--- src/rtl/bp_be_prefetch_instr_gen.sv ---
// bp_be_prefetch_instr_gen: turns accepted loop descriptors into a bounded burst of strided prefetch requests
module bp_be_prefetch_instr_gen #(
    parameter int vaddr_width_p  = 39,
    parameter int stride_width_p = 8,
    parameter int output_range_p = 8,
    parameter int lookahead_p    = 4,
    parameter int perf_width_p   = 16
) (
    input  logic                      clk_i,
    input  logic                      reset_i,
    input  logic                      loop_v_i,
    output logic                      loop_ready_and_o,
    input  logic [output_range_p-1:0] remaining_iterations_i,
    input  logic [stride_width_p-1:0] stride_i,
    input  logic [vaddr_width_p-1:0]  base_vaddr_i,
    input  logic [vaddr_width_p-1:0]  striding_pc_i,
    input  logic                      flush_i,
    output logic                      pf_v_o,
    input  logic                      pf_yumi_i,
    output logic [vaddr_width_p-1:0]  pf_vaddr_o,
    output logic [vaddr_width_p-1:0]  pf_pc_o,
    output logic                      busy_o,
    output logic [perf_width_p-1:0]   pf_count_o
);
    typedef enum logic {IDLE, GEN} state_e;

    localparam logic [output_range_p-1:0] la = output_range_p'(lookahead_p);

    state_e                    state_r;
    logic [vaddr_width_p-1:0]  addr_r, pc_r, stride_r, stride_sx;
    logic [output_range_p-1:0] cnt_r, n;
    logic [perf_width_p-1:0]   count_r;

    assign stride_sx        = {{(vaddr_width_p-stride_width_p){stride_i[stride_width_p-1]}}, stride_i};
    assign n                = (remaining_iterations_i < la) ? remaining_iterations_i : la;
    assign loop_ready_and_o = (state_r == IDLE);
    assign busy_o           = (state_r == GEN);
    assign pf_v_o           = busy_o & ~flush_i;
    assign pf_vaddr_o       = addr_r;
    assign pf_pc_o          = pc_r;
    assign pf_count_o       = count_r;

    // Accept a descriptor in IDLE, then walk the stride once per consumed request until the burst is exhausted or flushed
    always_ff @(posedge clk_i or negedge reset_i) begin
        if (!reset_i) begin
            state_r  <= IDLE;
            addr_r   <= '0;
            pc_r     <= '0;
            stride_r <= '0;
            cnt_r    <= '0;
            count_r  <= '0;
        end else if (state_r == IDLE) begin
            if (loop_v_i && !flush_i && n != '0 && stride_i != '0) begin
                addr_r   <= base_vaddr_i + stride_sx;
                cnt_r    <= n;
                pc_r     <= striding_pc_i;
                stride_r <= stride_sx;
                state_r  <= GEN;
            end
        end else if (flush_i) begin
            cnt_r   <= '0;
            state_r <= IDLE;
        end else if (pf_yumi_i) begin
            addr_r <= addr_r + stride_r;
            cnt_r  <= cnt_r - output_range_p'(1);
            if (~&count_r)
                count_r <= count_r + perf_width_p'(1);
            if (cnt_r == output_range_p'(1))
                state_r <= IDLE;
        end
    end
endmodule
--- config.mk ---
export PLATFORM = sky130hd
export DESIGN_NAME = bp_be_prefetch_instr_gen
export DESIGN_NICKNAME = d
export VERILOG_FILES = /design/src/rtl/bp_be_prefetch_instr_gen.sv
export SDC_FILE = /design/constraint.sdc
export NUM_CORES = 1
export LEC_CHECK = 0
export BUFFER_PORTS_ARGS = -buffer_cell sky130_fd_sc_hd__buf_2
export CAP_MARGIN = 10
export CORE_MARGIN = 2
export CORE_UTILIZATION = 50
export DETAILED_ROUTE_END_ITERATION = 12
export GPL_ROUTABILITY_DRIVEN = 0
export PLACE_DENSITY = 0.74
export SKIP_CTS_REPAIR_TIMING = 1
export SYNTH_ARGS = -nofsm -noshare
export SYNTH_HDL_FRONTEND = slang
export SYNTH_SLANG_ARGS = --single-unit
--- constraint.sdc ---
create_clock -name clk_i -period 3.6 [get_ports clk_i]
set_input_delay 0.36 -clock clk_i [delete_from_list [all_inputs] [get_ports clk_i]]
set_output_delay 0.36 -clock clk_i [all_outputs]
set_load 0.01 [all_outputs]
==> impl_metrics.toml, run 1 <==
[status]
status = "finished, final reports clean"

[grt]
grt-ovfl-total = 0
grt_first_pass_wirelength_microns = 40600
antenna_found_initial = 0
grt_pass1_vias = 8348
grt_max_degree = 59
grtUsageTotal_pct = 27.3

[placement]
dpl.hpwl_microns = 19000
dp_cells = 1500
io_buffers = 195

[timing]
slew_violations = 0
relSlewSlack_pct = 49.1
fin_crit_sh_pct = 90.1
setup_viol = 0
timing_hold_violations_final = 0
final.min_clock_period_ps = 3250
rsz0062_at_grt = "false"
max_freq_mhz = 308
fin_skew_ps = 11.6
tightestPinTransition_ps = 764
fin_setup_tns_ps = 0

[worst_setup_path]
cp_slowest_cell = "fa_1"
crit_family = "compound AO/OA/AOI/OAI gates"
cpMostUsedCell = "a21oi_1"
crit_type = "reg -> reg"
endpoint_kind = "flop"
arrival_ps = 3530
path_max_fanout = 3
critical_path.cell_chain = "ha_1 -> inv_1 -> fa_1 -> nand2b_1 -> a21oi_1 -> o31ai_1 -> a211o_1 -> a21oi_1 -> a211oi_1 -> nor2_1 -> a21o_1 -> a31oi_1 -> a211oi_2"
required_ps = 3890
cp_slowest_stage_delay_ps = 390
crit_path_start_kind = "flop"
crit_buf_inv = 1
rrSetupSlack_ps = 350

[power]
clock_power_share_pct = 14.5
power_density_nw_per_um2 = 703
switching_power_mw = 3.38
p_int_mw = 3.96
power_switching_share_pct = 46.1
p_leak_nw = 5.35
power.share.sequential_pct = 26.4
combPwrFrac_pct = 59.2
ir_worst_vdd_mv = 0.354

[yosys]
netlist_top_cells_area = "dfrtp_1 (31%), ha_1 (11%), nand2_1 (9.8%)"
ys_ff_latch = 111
yosys_warnings = 0
synth_cell_types = 75
synth_top_area_cell = "dfrtp_1"
synth_top_area_share_pct = 31.3
syn-cell-area_sq_um = 8870
async_flop_share_pct = 100
synth_flop_cell = "dfrtp_1"
ys_seq_area_share_pct = 31.3
syn-num-nets = 1284
synthCells = 1104
avgSynthCellArea_sq_um = 8.04
synth_edf_count = 0

[floorplan]
die_h_microns = 137
placementRows = 48
boundaryPins = 196
die_w_microns = 137
core-area_sq_um = 17300
dieArea_sq_um = 18800
start_util_pct = 51.3

[final_layout]
layout_commonest_cell = "nand2_1"
final_cell_count_no_fill = 1516
drive_above_1_share_pct = 20.2
nets = 1466
n_antenna_cell = 0
layout_common_cells = "nand2_1 (232), buf_2 (194), dfrtp_1 (110), a21oi_1 (91)"
syn_to_final_growth_pct = 17.6

[cts]
cts_sinks = 111
clock-root-buffer = "clkbuf_16"
cts_tree = "done"
clock_latency_ps = 370
cts_buffer_depth = 2
path_clk_slew_ps = 80
cts_buffers = 9
htreeDepth = 3

[routing]
drc_errors = 0
wl_per_cell_microns = 16.7
vias = 8760
first_pass_iters = 5
ant_nets = 0
routed_via_density = 5.78
wl_microns = 25300
drt_iter0_drc = 545

[min_path]
worstHoldPathType = "in -> async"

[flow_run]
cap_viol_max_count = 0
layout make-up:
class                   count  area (sq um)
clock buffers              10           239
multi-input cells         925          5830
repair buffers            213          1140
inverters                  26          97.6
clock inverters             6          67.6
fillers                  1570          6860
well taps                 225           282
flip-flops and latches    111          2780
path summary, 6_finish.rpt:
check                      depth (start not counted)                          to                 startpoint
max                                               13  pf_vaddr_o[36]$_DFFE_PN0P_  pf_vaddr_o[0]$_DFFE_PN0P_
min                                                1      pf_pc_o[5]$_DFFE_PN0P_                    reset_i
max reg2reg                                       13  pf_vaddr_o[36]$_DFFE_PN0P_  pf_vaddr_o[0]$_DFFE_PN0P_
min reg2reg                                        2      pf_pc_o[1]$_DFFE_PN0P_     pf_pc_o[1]$_DFFE_PN0P_
max in group asynchronous                          2  pf_vaddr_o[31]$_DFFE_PN0P_                    reset_i
min in group clk_i                                 3     pf_pc_o[28]$_DFFE_PN0P_          striding_pc_i[28]
stage by stage:
step / instance area [sq um] / total power [mW] / setup slack [ps] / hold WS (ps) / utilization [%]
floorplan: 8870 / 4.98 / 430 / 64.4 / -
global placement: 10100 / 6.14 / 327 / 455 / 58.6
detailed placement: 10100 / 6.20 / 220 / 457 / 58.6
CTS: 10400 / 7.29 / 410 / 88.6 / 60.3
global route: 10400 / 7.92 / 142 / 124 / 60.3
finish: 10400 / 7.33 / 355 / 55.5 / 60.3
logic make-up (layout without fill, tap and decap cells):
logic type | Yosys count | after routing | synth area share [%]
AND/OR/NAND/NOR | 422 | 422 | 20.7
adder cells (fa/ha/maj) | 81 | 81 | 11.6
flip-flops | 111 | 111 | 31.3
XOR/XNOR | 80 | 80 | 7.90
multiplexers | 4 | 4 | 0.451
buffers and inverters | 68 | 255 | 3.00
AO/OA/AOI/OAI | 338 | 338 | 25.0
flip-flops by register name, indices dropped and copies added (netlist names):
name and count:
pf_pc_o 39, pf_vaddr_o 39, pf_count_o 16, cnt_r 8
stride_r 8, busy_o 1
cell usage after synthesis, types with 4 or more instances:
| library cell | count |
|---|---|
| a211o_1 | 5 |
| nor4_1 | 5 |
| nor2_1 | 75 |
| nand4_1 | 10 |
| a211oi_1 | 13 |
| o21a_1 | 7 |
| o21ai_1 | 9 |
| nand3_1 | 30 |
| dfrtp_1 | 111 |
| xor2_1 | 29 |
| a21oi_1 | 91 |
| nand2b_1 | 17 |
| and3_1 | 13 |
| a21oi_2 | 5 |
| mux2i_1 | 4 |
| a21o_1 | 47 |
| o31ai_1 | 4 |
| a311oi_1 | 4 |
| o21bai_1 | 5 |
| buf_1 | 6 |
| clkbuf_1 | 27 |
| o22ai_1 | 5 |
| and2_1 | 4 |
| nand2_1 | 232 |
| nor3_1 | 12 |
| a31oi_1 | 13 |
| o21ai_0 | 79 |
| nor2b_1 | 7 |
| buf_2 | 9 |
| inv_1 | 25 |
| xnor2_1 | 51 |
| ha_1 | 79 |
power groups by stage:
stage	logic [mW]	clock network, mW	registers, mW
after floorplan	2.92	0	2.06
after global placement	4.20	0	1.94
after detailed placement	4.26	0	1.95
after CTS	4.29	1.07	1.93
after global routing	4.83	1.11	1.99
final	4.34	1.06	1.93
metal layers:
layer  share of wire (%)  global-route usage [%]
met4                 2.4                    8.88
met2                  47                    46.3
met3                 7.0                    5.19
met1                  44                    35.0
met5                   0                       0
Note: power is estimated with default switching activity, not from simulation.
==> run 2: changes to the inputs <==
--- a/config.mk
+++ b/config.mk
@@ -6,4 +6,5 @@
 export NUM_CORES = 1
 export LEC_CHECK = 0
+export ABC_AREA = 1
 export BUFFER_PORTS_ARGS = -buffer_cell sky130_fd_sc_hd__buf_2
 export CAP_MARGIN = 10
@@ -12,5 +13,5 @@
 export DETAILED_ROUTE_END_ITERATION = 12
 export GPL_ROUTABILITY_DRIVEN = 0
-export PLACE_DENSITY = 0.74
+export PLACE_DENSITY = 0.73
 export SKIP_CTS_REPAIR_TIMING = 1
 export SYNTH_ARGS = -nofsm -noshare
==> constraint.sdc (replaced) <==
create_clock -name clk_i -period 3.6 [get_ports clk_i]
set_input_delay 0.54 -clock clk_i [delete_from_list [all_inputs] [get_ports clk_i]]
set_output_delay 0.54 -clock clk_i [all_outputs]
set_load 0.01 [all_outputs]
==> run 2 against run 1 <==
Against the previous run: non-clock buffer count down 11; power down 2.2%; synthesized area up 19%; combinational power down 4%; count of clock-buffer cells in the layout unchanged; critical path type unchanged; highest routed layer is now met5; register-to-register slack better by 520 ps; via count up 28%; fmax up 19%; sequential power about the same; largest power group unchanged; synthesized cell count up 52%.
==> impl_metrics.toml, run 2 <==
[final_layout]
final_cell_count_no_fill = 2152
nets = 2052
layout_common_cells = "nand2_1 (622), inv_1 (265), buf_2 (194), nor2_1 (157), dfrtp_1 (111)"
syn_to_final_growth_pct = 14.6
n_antenna_cell = 0
layout_commonest_cell = "nand2_1"
drive_above_1_share_pct = 14.2

[power]
power.share.sequential_pct = 27.2
combPwrFrac_pct = 58.3
switching_power_mw = 3.55
p_leak_nw = 6.91
power_density_nw_per_um2 = 594
clock_power_share_pct = 14.5
p_int_mw = 3.62
ir_worst_vdd_mv = 0.283
power_switching_share_pct = 49.5

[cts]
cts_buffers = 9
cts_buffer_depth = 2
path_clk_slew_ps = 90
clock-root-buffer = "clkbuf_16"
cts_tree = "done"
htreeDepth = 3
clock_latency_ps = 370
cts_sinks = 111

[worst_setup_path]
required_ps = 3860
crit_family = "flip-flops"
critical_path.cell_chain = "buf_4 -> ha_1 -> a21oi_1 -> o21ai_0 -> inv_1 -> nand2_1 -> a21oi_1 -> nand3_1 -> nand3_1 -> nand2_1 -> nand2_1 -> nand2_1"
path_max_fanout = 17
arrival_ps = 2990
crit_path_start_kind = "flop"
cp_slowest_cell = "dfrtp_1"
cpMostUsedCell = "nand2_1"
crit_buf_inv = 2
crit_type = "reg -> reg"
cp_slowest_stage_delay_ps = 770
endpoint_kind = "flop"
rrSetupSlack_ps = 880

[grt]
antenna_found_initial = 1
grt_first_pass_wirelength_microns = 50400
grtUsageTotal_pct = 28.4
grt_max_degree = 58
grt_pass1_vias = 10600
grt-ovfl-total = 0

[timing]
fin_setup_tns_ps = 0
slew_violations = 0
timing_hold_violations_final = 0
max_freq_mhz = 367
final.min_clock_period_ps = 2720
fin_skew_ps = 15.3
relSlewSlack_pct = 39.8
fin_crit_sh_pct = 75.7
tightestPinTransition_ps = 901
setup_viol = 0
rsz0062_at_grt = "false"

[yosys]
synthCells = 1683
syn-num-nets = 1863
synth_commonest_cells = "nand2_1 (622), inv_1 (265), nor2_1 (157), dfrtp_1 (111), nand3_1 (108)"
synth_top_area_share_pct = 26.4
ys_ff_latch = 111
yosysMostFrequentCell = "nand2_1"
ys_seq_area_share_pct = 26.4
synth_cell_types = 42
avgSynthCellArea_sq_um = 6.26
syn-cell-area_sq_um = 10500
synth_flop_cell = "dfrtp_1"
synth_top_area_cell = "dfrtp_1"
async_flop_share_pct = 100
synth_edf_count = 0
yosys_warnings = 0
netlist_top_cells_area = "dfrtp_1 (26%), nand2_1 (22%), inv_1 (9.4%)"

[routing]
wl_per_cell_microns = 14.4
vias = 11200
first_pass_iters = 6
ant_nets = 0
wl_microns = 31100
routed_via_density = 5.22
drt_iter0_drc = 892
drc_errors = 0

[floorplan]
die_h_microns = 149
die_w_microns = 149
start_util_pct = 50.6
dieArea_sq_um = 22200
placementRows = 53
core-area_sq_um = 20800
boundaryPins = 196

[placement]
io_buffers = 195
dpl.hpwl_microns = 25100
dp_cells = 2136

[status]
status = "finished, final reports clean"

[flow_run]
cap_viol_max_count = 0

[min_path]
worstHoldPathType = "in -> async"
## run 2: changes by cell type after synthesis, sizes merged, moves of 36 or more
cell,before,now
nand2,235,626
xnor2,51,15
mux2,0,40
nor2,76,160
nand3,31,112
a21o,47,0
inv,25,267
## run 2: logic make-up (layout without fill, tap and decap cells)
kind of cell	count (synthesis)	in the layout	synth area share [%]
XOR/XNOR	38	38	3.16
AND/OR/NAND/NOR	940	940	36.4
buffers and inverters	291	485	11.0
AO/OA/AOI/OAI	182	182	9.03
adder cells (fa/ha/maj)	81	81	9.77
multiplexers	40	40	4.28
flip-flops	111	111	26.4
## run 2: area by class of cell
cell class | count | area, sq um
well taps | 275 | 344
flip-flops and latches | 111 | 2780
multi-input cells | 1281 | 6600
clock inverters | 6 | 60.1
fillers | 2094 | 8750
repair buffers | 202 | 1040
clock buffers | 10 | 239
inverters | 267 | 1000
## run 2: per-stage QoR
step / power [mW] / instance area (sq um) / hold slack [ps] / util [%] / setup WS [ps]
6_report: 7.17 / 12100 / 206 / 58.0 / 875
3_5_place_dp: 6.09 / 11800 / 478 / 56.5 / 765
5_1_grt: 7.83 / 12100 / 269 / 58.0 / 552
4_1_cts: 7.15 / 12100 / 229 / 58.0 / 905
3_3_place_gp: 6.01 / 11800 / 470 / 56.5 / 817
2_1_floorplan: 4.81 / 10500 / 244 / - / 1270
## run 2: path summary, 6_finish.rpt
check | cells after the start | startpoint | end
max | 12 | stride_r[7]$_DFFE_PN0P_ | pf_vaddr_o[36]$_DFFE_PN0P_
min | 1 | reset_i | pf_count_o[9]$_DFFE_PN0P_
max reg2reg | 12 | stride_r[7]$_DFFE_PN0P_ | pf_vaddr_o[36]$_DFFE_PN0P_
min reg2reg | 1 | pf_pc_o[33]$_DFFE_PN0P_ | pf_pc_o[33]$_DFFE_PN0P_
max in group asynchronous | 2 | reset_i | pf_vaddr_o[35]$_DFFE_PN0P_
min in group clk_i | 2 | striding_pc_i[37] | pf_pc_o[37]$_DFFE_PN0P_
## run 2: metal layers
layer | part of all wire, % | vias up | wire length, microns | track usage, %
met2 | 45 | 415 | 14100 | 47.1
met5 | 0.035 | - | 11 | 0
li1 | - | 5665 | - | -
met4 | 3.1 | 2 | 963 | 10.5
met3 | 7.6 | 65 | 2360 | 5.14
met1 | 44 | 5081 | 13600 | 37.0
## run 2: power groups by stage
stage          combinational [mW]  clock [mW]  sequential [mW]
6_report                     4.18        1.04             1.95
5_1_grt                      4.74        1.10             2.00
4_1_cts                      4.15        1.05             1.95
3_5_place_dp                 4.12           0             1.97
2_1_floorplan                2.77           0             2.05
3_3_place_gp                 4.05           0             1.96
